--- src/rtl/prism_input_filter_if.sv ---
// Configuration bus for prism_input_filter.
//   cfg_addr  : register select (0=CTRL, 1=STATUS, 2=LEVEL, 3=reserved)
//   cfg_wr    : single-cycle write strobe
//   cfg_wdata : write data
//   cfg_rdata : combinational read data for cfg_addr
// master drives address/strobe/data, slave returns read data.
interface prism_input_filter_if;
    logic [1:0]  cfg_addr;
    logic        cfg_wr;
    logic [31:0] cfg_wdata;
    logic [31:0] cfg_rdata;

    modport master (
        output cfg_addr,
        output cfg_wr,
        output cfg_wdata,
        input  cfg_rdata
    );

    modport slave (
        input  cfg_addr,
        input  cfg_wr,
        input  cfg_wdata,
        output cfg_rdata
    );
endinterface

--- src/rtl/prism_input_filter.sv ---
// Per-channel glitch filter and edge detector for the PMOD input path.
// Each channel's filtered level follows raw only after raw has differed from it on L+1
// consecutive edges (L = CTRL filter length); bypassed channels follow raw with one cycle
// of latency. Filtered edges produce single-cycle rise/fall pulses, sticky W1C status bits
// and a registered interrupt.
//
// Optional feature: define PRISM_INPUT_INVERT_EN to enable a per-channel invert mask in
// CTRL[CHANNELS-1+20:20], applied to raw_in_i ahead of the filter.
//
// Ports:
//   clk          : project clock
//   rst_n        : asynchronous active-low reset
//   cfg_if       : register bus (CTRL/STATUS/LEVEL)
//   raw_in_i     : synchronized input pins
//   filt_out_o   : filtered levels
//   rise_pulse_o : one-cycle pulse on filtered 0->1
//   fall_pulse_o : one-cycle pulse on filtered 1->0
//   edge_irq_o   : registered edge interrupt
module prism_input_filter #(
    parameter int unsigned CHANNELS = 7,
    parameter int unsigned CNT_W    = 4
) (
    input  logic                  clk,
    input  logic                  rst_n,
    prism_input_filter_if.slave   cfg_if,
    input  logic [CHANNELS-1:0]   raw_in_i,
    output logic [CHANNELS-1:0]   filt_out_o,
    output logic [CHANNELS-1:0]   rise_pulse_o,
    output logic [CHANNELS-1:0]   fall_pulse_o,
    output logic                  edge_irq_o
);

    localparam logic [31:0] ChanMask = (32'd1 << CHANNELS) - 32'd1;
    localparam logic [31:0] LenMask  = ((32'd1 << CNT_W) - 32'd1) << 8;
    localparam logic [31:0] IrqMask  = 32'h8000_0000;
`ifdef PRISM_INPUT_INVERT_EN
    localparam logic [31:0] InvMask  = ChanMask << 20;
`else
    localparam logic [31:0] InvMask  = 32'h0;
`endif
    // Only implemented CTRL bits are stored; everything else reads back as 0.
    localparam logic [31:0] CtrlWrMask = ChanMask | LenMask | IrqMask | InvMask;

    logic [31:0]         ctrl_q, ctrl_d;
    logic [CHANNELS-1:0] filt_q, filt_d;
    logic [CHANNELS-1:0] rise_q, rise_d;
    logic [CHANNELS-1:0] fall_q, fall_d;
    logic [CHANNELS-1:0] st_rise_q, st_rise_d;
    logic [CHANNELS-1:0] st_fall_q, st_fall_d;
    logic                irq_q, irq_d;
    logic [CNT_W-1:0]    cnt_q [CHANNELS];
    logic [CNT_W-1:0]    cnt_d [CHANNELS];

    logic [CNT_W-1:0]    filt_len;
    logic [CHANNELS-1:0] bypass;
    logic                irq_en;
    logic [CHANNELS-1:0] raw_eff;
    logic                wr_ctrl;
    logic                wr_status;
    logic [CHANNELS-1:0] clr_rise;
    logic [CHANNELS-1:0] clr_fall;

    assign filt_len  = ctrl_q[CNT_W+7:8];
    assign bypass    = ctrl_q[CHANNELS-1:0];
    assign irq_en    = ctrl_q[31];
    assign wr_ctrl   = cfg_if.cfg_wr && (cfg_if.cfg_addr == 2'd0);
    assign wr_status = cfg_if.cfg_wr && (cfg_if.cfg_addr == 2'd1);

`ifdef PRISM_INPUT_INVERT_EN
    // Inversion sits ahead of the filter, so toggling the mask is filtered like a pin edge.
    assign raw_eff = raw_in_i ^ ctrl_q[CHANNELS+19:20];
`else
    assign raw_eff = raw_in_i;
`endif

    // Filter: cnt counts prior consecutive differing edges; >= lets a lowered L take effect
    // on the next differing edge even when the counter already exceeds it.
    always_comb begin
        filt_d = filt_q;
        for (int i = 0; i < CHANNELS; i++) begin
            cnt_d[i] = '0;
            if (bypass[i]) begin
                filt_d[i] = raw_eff[i];
            end else if (raw_eff[i] != filt_q[i]) begin
                if (cnt_q[i] >= filt_len) begin
                    filt_d[i] = raw_eff[i];
                end else begin
                    cnt_d[i] = cnt_q[i] + 1'b1;
                end
            end
        end
    end

    always_comb begin
        rise_d   = filt_d & ~filt_q;
        fall_d   = ~filt_d & filt_q;
        clr_rise = wr_status ? cfg_if.cfg_wdata[CHANNELS-1:0] : '0;
        clr_fall = wr_status ? cfg_if.cfg_wdata[CHANNELS+15:16] : '0;
        // Set is OR-ed after the clear so a simultaneous new edge is never lost.
        st_rise_d = (st_rise_q & ~clr_rise) | rise_q;
        st_fall_d = (st_fall_q & ~clr_fall) | fall_q;
        irq_d     = irq_en & ((|st_rise_q) | (|st_fall_q));
        ctrl_d    = wr_ctrl ? (cfg_if.cfg_wdata & CtrlWrMask) : ctrl_q;
    end

    always_ff @(posedge clk or negedge rst_n) begin
        if (!rst_n) begin
            ctrl_q    <= '0;
            filt_q    <= '0;
            rise_q    <= '0;
            fall_q    <= '0;
            st_rise_q <= '0;
            st_fall_q <= '0;
            irq_q     <= 1'b0;
            for (int i = 0; i < CHANNELS; i++) begin
                cnt_q[i] <= '0;
            end
        end else begin
            ctrl_q    <= ctrl_d;
            filt_q    <= filt_d;
            rise_q    <= rise_d;
            fall_q    <= fall_d;
            st_rise_q <= st_rise_d;
            st_fall_q <= st_fall_d;
            irq_q     <= irq_d;
            for (int i = 0; i < CHANNELS; i++) begin
                cnt_q[i] <= cnt_d[i];
            end
        end
    end

    always_comb begin
        cfg_if.cfg_rdata = '0;
        case (cfg_if.cfg_addr)
            2'd0: cfg_if.cfg_rdata = ctrl_q;
            2'd1: begin
                cfg_if.cfg_rdata[CHANNELS-1:0]   = st_rise_q;
                cfg_if.cfg_rdata[CHANNELS+15:16] = st_fall_q;
            end
            2'd2:    cfg_if.cfg_rdata[CHANNELS-1:0] = filt_q;
            default: cfg_if.cfg_rdata = '0;
        endcase
    end

    assign filt_out_o   = filt_q;
    assign rise_pulse_o = rise_q;
    assign fall_pulse_o = fall_q;
    assign edge_irq_o   = irq_q;

endmodule

--- src/flat_wrapper.sv ---
// flat-port wrapper written by rule: the top's interface ports become plain ports
module prism_input_filter_flat 
#(
    parameter int unsigned CHANNELS = 7,
    parameter int unsigned CNT_W    = 4
)
  (clk, rst_n, raw_in_i, filt_out_o, rise_pulse_o, fall_pulse_o, edge_irq_o, cfg_if_cfg_addr, cfg_if_cfg_wr, cfg_if_cfg_wdata, cfg_if_cfg_rdata);
  prism_input_filter_if cfg_if_i ();
  input  logic clk;
  input  logic rst_n;
  input  logic [CHANNELS-1:0] raw_in_i;
  output logic [CHANNELS-1:0] filt_out_o;
  output logic [CHANNELS-1:0] rise_pulse_o;
  output logic [CHANNELS-1:0] fall_pulse_o;
  output logic edge_irq_o;
  input wire logic [$bits(cfg_if_i.cfg_addr)-1:0] cfg_if_cfg_addr;
  input wire logic [$bits(cfg_if_i.cfg_wr)-1:0] cfg_if_cfg_wr;
  input wire logic [$bits(cfg_if_i.cfg_wdata)-1:0] cfg_if_cfg_wdata;
  output wire logic [$bits(cfg_if_i.cfg_rdata)-1:0] cfg_if_cfg_rdata;
  assign cfg_if_i.cfg_addr = cfg_if_cfg_addr;
  assign cfg_if_i.cfg_wr = cfg_if_cfg_wr;
  assign cfg_if_i.cfg_wdata = cfg_if_cfg_wdata;
  assign cfg_if_cfg_rdata = cfg_if_i.cfg_rdata;
  prism_input_filter #(.CHANNELS(CHANNELS), .CNT_W(CNT_W)) u_core (.clk(clk), .rst_n(rst_n), .cfg_if(cfg_if_i), .raw_in_i(raw_in_i), .filt_out_o(filt_out_o), .rise_pulse_o(rise_pulse_o), .fall_pulse_o(fall_pulse_o), .edge_irq_o(edge_irq_o));
endmodule
--- config.mk ---
export PLATFORM = sky130hd
export DESIGN_NAME = prism_input_filter_flat
export DESIGN_NICKNAME = d
export VERILOG_FILES = /design/src/rtl/prism_input_filter_if.sv /design/src/rtl/prism_input_filter.sv /design/src/flat_wrapper.sv
export SDC_FILE = /design/constraint.sdc
export NUM_CORES = 1
export LEC_CHECK = 0
export CAP_MARGIN = 25
export CELL_PAD_IN_SITES_DETAIL_PLACEMENT = 0
export CELL_PAD_IN_SITES_GLOBAL_PLACEMENT = 1
export CORE_MARGIN = 4
export CORE_UTILIZATION = 35
export CTS_BUF_LIST = sky130_fd_sc_hd__clkbuf_8
export DETAILED_ROUTE_END_ITERATION = 10
export HOLD_SLACK_MARGIN = 0.08
export PLACE_DENSITY = 0.77
export SETUP_SLACK_MARGIN = 0.15
export SYNTH_ARGS = -nofsm -noshare
export SYNTH_HDL_FRONTEND = slang
export SYNTH_SLANG_ARGS = --single-unit
--- constraint.sdc ---
create_clock -name clk -period 2 [get_ports clk]
set_input_delay 0.2 -clock clk [delete_from_list [all_inputs] [get_ports clk]]
set_output_delay 0.2 -clock clk [all_outputs]
set_load 0.01 [all_outputs]
==> flow_metrics.tcl <==
set metrics [dict create \
    status "complete, no violations" \
    place_congestion 0.7681 \
    dpl_cell_area_um2 4846 \
    crit_required_ps 2240 \
    grt_usage_pct 15.86 \
    synth_top_area_cell "dfrtp_1" \
    drc 0 \
    vias_per_cell 4.884 \
    area_growth_pct 37.37 \
    p_per_area_nw_per_um2 1054 \
    synth_top_area_share_pct 49.48 \
    io_pins 98 \
    cts_buffers 9 \
    relSlewSlack_pct 56.74 \
    combPwrFrac_pct 32.0 \
    worst_path_largest_cell_delay_ps 350 \
    fp.coreArea_um2 10510 \
    crit_arrival_ps 2020 \
    final_nets 524 \
    drive_above_1_share_pct 16.44 \
    dpl.hpwl_mm 7.006 \
    skew_ps 9.130 \
    fin_crit_sh_pct 88.96 \
    criticalPathCategory "reg -> reg" \
    totalWireLength_mm 9.698 \
    maxSlewViolCount 0 \
    gr-total-overflow 0 \
    p_switching_mw 1.769 \
    max-vdd-ir-drop_v 0.0007057 \
    max_cap_viol_count 0 \
    min_period_ps 1779 \
    clk_path_buf_depth 2 \
    final_core_utilization_pct 50.24 \
    syn_area_um2 3844 \
    synth_sequential_area_ratio_pct 49.48 \
    path_clk_slew_ps 80 \
    drt_first_pass_iters 4 \
    fin_tns_setup_ps 0 \
    cts_tree "done" \
    yosys_warnings 0 \
    htreeDepth 3 \
    ctsRootBufferMaster "clkbuf_8" \
    cts.sinks 76 \
    totalPowerFinal_mw 5.563 \
    worstMarginPinSlew_ps 649.0 \
    rsz0062_at_grt "true" \
    crit_slowest_cell "dfrtp_1" \
    p_leak_nw 2.452 \
    grt_max_degree 43 \
    holdWs_ps 400.0 \
    cp-end-kind "register" \
    syn_area_per_cell_um2 11.27 \
    die_area_um2 12720 \
    p_int_mw 3.794 \
    synth_area_leaders "dfrtp_1, ha_1, nor3b_1, mux2_2, xor2_1" \
    hold_viol_final 0 \
    path_buf_inv 3 \
    seqPwrFrac_pct 41.6 \
    synth_cell_types 32 \
    dieHeight_um 112.8 \
    place_inst 561 \
    ys_seq_elements 76 \
    clkPwrFrac_pct 26.3 \
    hp-class "in -> async" \
    postLayoutCellArea_um2 5280 \
    antenna-diode-count 0 \
    antenna_found_initial 0 \
    fin_cells 586 \
    drtAntennaViolNets 0 \
    die_x_um 112.8 \
    dp_slack_ps -74.10 \
    crit_chain "buf_4 > clkinvlp_4 > buf_12 > ha_4 > a211oi_2 > o21a_1 > mux2_2" \
    synthesis.instances 341 \
    start_util_pct 36.58 \
    routedWlPerCell_um 16.55 \
    via_count 2862 \
    cp-start-kind "register" \
    finalSetupViolCount 0 \
    setup_slack_ps 220.9 \
    path_max_fanout 5 \
    grt_first_pass_wirelength_mm 15.84 \
    switching_share_pct 31.80 \
    rows 37 \
    numPortBuffers 71 \
    dr.first_iter.drc_count 78 \
    clk_latency_ps 350 \
    grt_pass1_vias 2982 \
    cp_top_family "compound AO/OA/AOI/OAI gates" \
    fmax_mhz 562.1 \
]
## sequential cells by signal, summed over array words and instances, names as in the netlist
signal / count
u_core.edge_irq_o: 1
u_core.fall_pulse_o: 7
u_core.st_fall_q: 7
u_core.ctrl_q: 12
u_core.filt_out_o: 7
u_core.st_rise_q: 7
u_core.rise_pulse_o: 7
u_core.cnt_q: 28
## cells in the mapped netlist (all sizes together)
master  instances
a41oi           1
nor3b          20
dfrtp          76
and2b           1
clkbuf          1
nor2           24
ha             35
nor4            3
o21a            7
nand3           7
xnor2           7
nand2b          1
inv            11
o211ai          7
a211oi          7
and3            7
conb            1
o21ai          12
mux2           15
xor2           14
a21o           14
buf            17
nor3            4
and2           10
mux2i           7
nand2          31
nor2b           1
## final timing paths
check	from	to	slack [ps]	depth (start not counted)
hold reg to reg	u_core.fall_pulse_o[3]	u_core.st_fall_q[3]	460	1
min in group clk	cfg_if_cfg_wdata[9]	u_core.ctrl_q[9]	410	3
max in group asynchronous	rst_n	u_core.cnt_q[6]	950	3
setup reg to reg	u_core.ctrl_q[11]	u_core.filt_out_o[4]	220	7
hold / removal	rst_n	u_core.fall_pulse_o[0]	400	2
setup / recovery	u_core.ctrl_q[11]	u_core.filt_out_o[4]	220	7
## layer usage
layer  routed length (µm)  global-route usage (%)  vias up
met4                   73                   3.125        0
met2                 4610                   25.20       67
li1                     -                       -     1374
met3                  523                   5.080        6
met5                    0                       0        -
met1                 4491                   21.44     1415
## worst reg2reg max path, stage by stage (launching register included)
cell	delay [ps]
dfrtp_1	350
buf_4	120
clkinvlp_4	80
buf_12	150
ha_4	250
a211oi_2	200
o21a_1	180
mux2_2	330
## power by group through the flow
stage,Clock (mW),Sequential [mW],Combinational [mW]
after global placement,0,2.33,1.70
after global routing,1.55,2.38,2.00
final,1.47,2.32,1.78
after floorplan,0,2.27,0.887
after detailed placement,0,2.34,1.75
after CTS,1.49,2.31,1.78
## area by class of cell
| cell class | count | area [µm²] |
|---|---|---|
| clock inverters | 5 | 98.84 |
| well taps | 136 | 170.2 |
| fillers | 965 | 5229 |
| repair buffers | 98 | 983.4 |
| inverters | 11 | 45.04 |
| repair inverters | 1 | 7.507 |
| flip-flops and latches | 76 | 1902 |
| clock buffers | 11 | 151.4 |
| multi-input cells | 248 | 1922 |
## layout by cell type (no fill, tap or decap), drive strengths merged, types with 2 or more instances in the layout
cell | netlist | layout
a211oi | 7 | 7
a21o | 14 | 14
and2 | 10 | 10
and3 | 7 | 7
buf | 17 | 27
bufinv | 0 | 3
clkbuf | 1 | 11
clkdlybuf4s50 | 0 | 49
clkinvlp | 0 | 2
conb | 1 | 13
dfrtp | 76 | 76
dlygate4sd2 | 0 | 19
dlymetal6s2s | 0 | 2
ha | 35 | 35
inv | 11 | 11
mux2 | 15 | 15
mux2i | 7 | 7
nand2 | 31 | 31
nand3 | 7 | 7
nor2 | 24 | 24
nor3 | 4 | 4
nor3b | 20 | 20
nor4 | 3 | 3
o211ai | 7 | 7
o21a | 7 | 7
o21ai | 12 | 12
xnor2 | 7 | 7
xor2 | 14 | 14
## repair_timing
action / in CTS / in global routing
hold buffers: 1 / 0
hold endpoints to repair: 23 / 0
gates resized for setup: 31 / 8
gates cloned: 1 / 0
pin swaps: 3 / 0
setup endpoints to repair: 40 / 15
setup buffers: 4 / 3
## cells by family (layout without fill, tap and decap cells)
family	after synthesis	in the layout	share of synthesized area, %
simple gates	109	109	14.58
xor+xnor	21	21	4.785
fa+ha+maj	35	35	11.39
mux	22	22	6.413
other cells	1	13	0.09756
flops	76	76	49.48
buf+inv	29	126	4.622
compound gates	48	48	8.626
(Power assumes the default switching activity.)
==> RTL edit: new RTL, config.mk and constraints unchanged <==
Reset style: synchronous (`rst_n`), changed in one clocked block. Comments in the files are not updated.
--- a/src/rtl/prism_input_filter.sv
+++ b/src/rtl/prism_input_filter.sv
@@ -105,3 +105,3 @@
 
-    always_ff @(posedge clk or negedge rst_n) begin
+    always_ff @(posedge clk) begin
         if (!rst_n) begin
Behaviour: differs if rst_n is asserted again (counterexample within 4 cycles, from zero or initial values and one cycle with rst_n low); with rst_n held inactive, the same outputs for 4 cycles.
==> RTL edit against the unedited design <==
- wire length fell by 4.3%
- cell area fell by 5.6%
- maximum frequency rose by 2.2%
- worst hold slack got worse by 0.057 ns
- sequential cell count did not move
- die area decreased by 1.5%
- setup slack gained 0.038 ns
- area after synthesis shrank 1.6%
- core utilization fell by 2.4 points
- highest routed layer unchanged
- non-clock buffer count is 10 lower
- via count up 3.5%
- synthesized cell count is 10% higher
Power is not compared: it rests on default switching activity, and its combinational part moved more than twofold at a synthesized area within 25%.
==> RTL edit: results (changes against the unedited design) <==
Yosys
  – Synth top cells by count: dfxtp_1 (76), ha_1 (35), nor2_1 (29)
  – Top cells by area, synth: dfxtp_1 (40%), ha_1 (12%), mux2i_1 (6.9%), o21a_1 (4.2%), nor4bb_1 (3.7%)
  – Post-synthesis sequential area ratio: 40.2% (-9.3 points)
  – Fraction of registers with async set/reset: 0% (-100 points)

Run status
  – Status: completed

Final layout
  – Final #Nets: 541 (+3.2%)
  – Layout fillers: 999 (+3.5%)
  – Layout cell share with drive strength beyond 1: 15.0% (-1.5 points)

Clock tree
  – Hold buffers post-CTS: 0 (-1)

Worst hold path
  – Hold Path Class: in2reg

Worst setup path
  – Crit. Startpoint: cfg_if_cfg_addr[1]
  – R2R setup slack: 0.28 ns (+0.06 ns)
  – Worst R2R End: u_core.filt_out_o[3]
  – RR Startpoint: u_core.ctrl_q[9]
  – Worst Reg-to-Reg Cells: 6 (-1)
  – CP arrival: 1.54 ns (-0.48 ns)

Placed design
  – Worst slack, placed: -0.136 ns (-0.0616 ns)
  – Hpwl dp: 6.62 mm (-5.5%)
  – Placement Cell Area: 4650 µm² (-4.1%)
  – Gpl congestion: 0.762 (-0.78%)

STA
  – Worst-case clock skew: 0.00758 ns (-0.00155 ns)
  – Period minus WS final: 1.74 ns (-0.0384 ns)

Global routing
  – Largest net degree at the start of global routing: 63 (+47%)
  – M1 GR Usage: 21.0% (-0.46 points)

Drt
  – Vias per inst: 4.91 (+0.58%)
  – Detailed-route wire length: 9.28 mm (-4.3%)

Power
  – Tot Pwr: 3170 µW
-- RTL edit: worst min path at each step --
stage | startpoint | endpoint | slack, ns | cells past startpoint
after global placement | u_core.cnt_q[3][0] | u_core.cnt_q[3][0] | 0.44 | 1
after detailed placement | u_core.fall_pulse_o[3] | u_core.st_fall_q[3] | 0.45 | 1
after CTS | rst_n | u_core.st_rise_q[3] | 0.32 | 3
final | rst_n | u_core.st_fall_q[5] | 0.34 | 3
after global routing | rst_n | u_core.st_fall_q[2] | 0.35 | 3
after floorplan | raw_in_i[0] | u_core.fall_pulse_o[0] | 0.28 | 1
-- RTL edit: final cells by class --
type / count / area, µm² / area share, %
Clock buffer: 12 / 165 / 3.31
Clock inverter: 4 / 16.3 / 0.326
Inverter: 17 / 75.1 / 1.51
Multi-Input combinational cell: 270 / 2180 / 43.8
Sequential cell: 76 / 1530 / 30.6
Tap cell: 136 / 170 / 3.42
Timing Repair Buffer: 88 / 848 / 17.0
-- RTL edit: metal layers --
metal	vias up	routed length [µm]
met1	1397	4540
li1	1476	-
met5	-	0
met3	8	571
met4	0	90
met2	81	4080
-- RTL edit: cell families after synthesis --
group | after synthesis | share of synthesized area (%)
muxes | 26 | 6.88
other | 1 | 0.0991
buffers and inverters | 41 | 6.15
DFF | 76 | 40.2
AOI/OAI and AO/OA | 64 | 13.4
adders and majority gates | 35 | 11.6
xor gates and xnor gates | 21 | 4.86
and+or+nand+nor | 111 | 16.8
-- RTL edit: power by group through the flow --
stage | clock (µW) | sequential [µW] | combinational (µW)
2_1_floorplan | 0 | 1660 | 249
3_3_place_gp | 0 | 1660 | 449
3_5_place_dp | 0 | 1660 | 455
4_1_cts | 1110 | 1630 | 457
5_1_grt | 1180 | 1640 | 515
6_report | 1070 | 1630 | 470
-- RTL edit: worst max-delay path, cell delays in order --
cell and delay [ns]:
clkdlybuf4s50_1 0.50, buf_6 0.19, nor2b_2 0.07, buf_4 0.14, and2_1 0.15, dlygate4sd2_1 0.29
-- RTL edit: per-stage QoR --
stage / cells / hold WS (ns) / setup TNS [ns]
floorplan: 387 / 0.276 / 0
CTS: 602 / 0.322 / 0
finish: 603 / 0.343 / 0
detailed placement: 582 / 0.452 / -0.819
global route: 603 / 0.350 / 0
global placement: 582 / 0.444 / -0.585
-- RTL edit: timing repair --
action	CTS	global route
pin swaps	0	5
resized for setup	25	26
buffers inserted	4	1
setup endpoints to repair	17	47
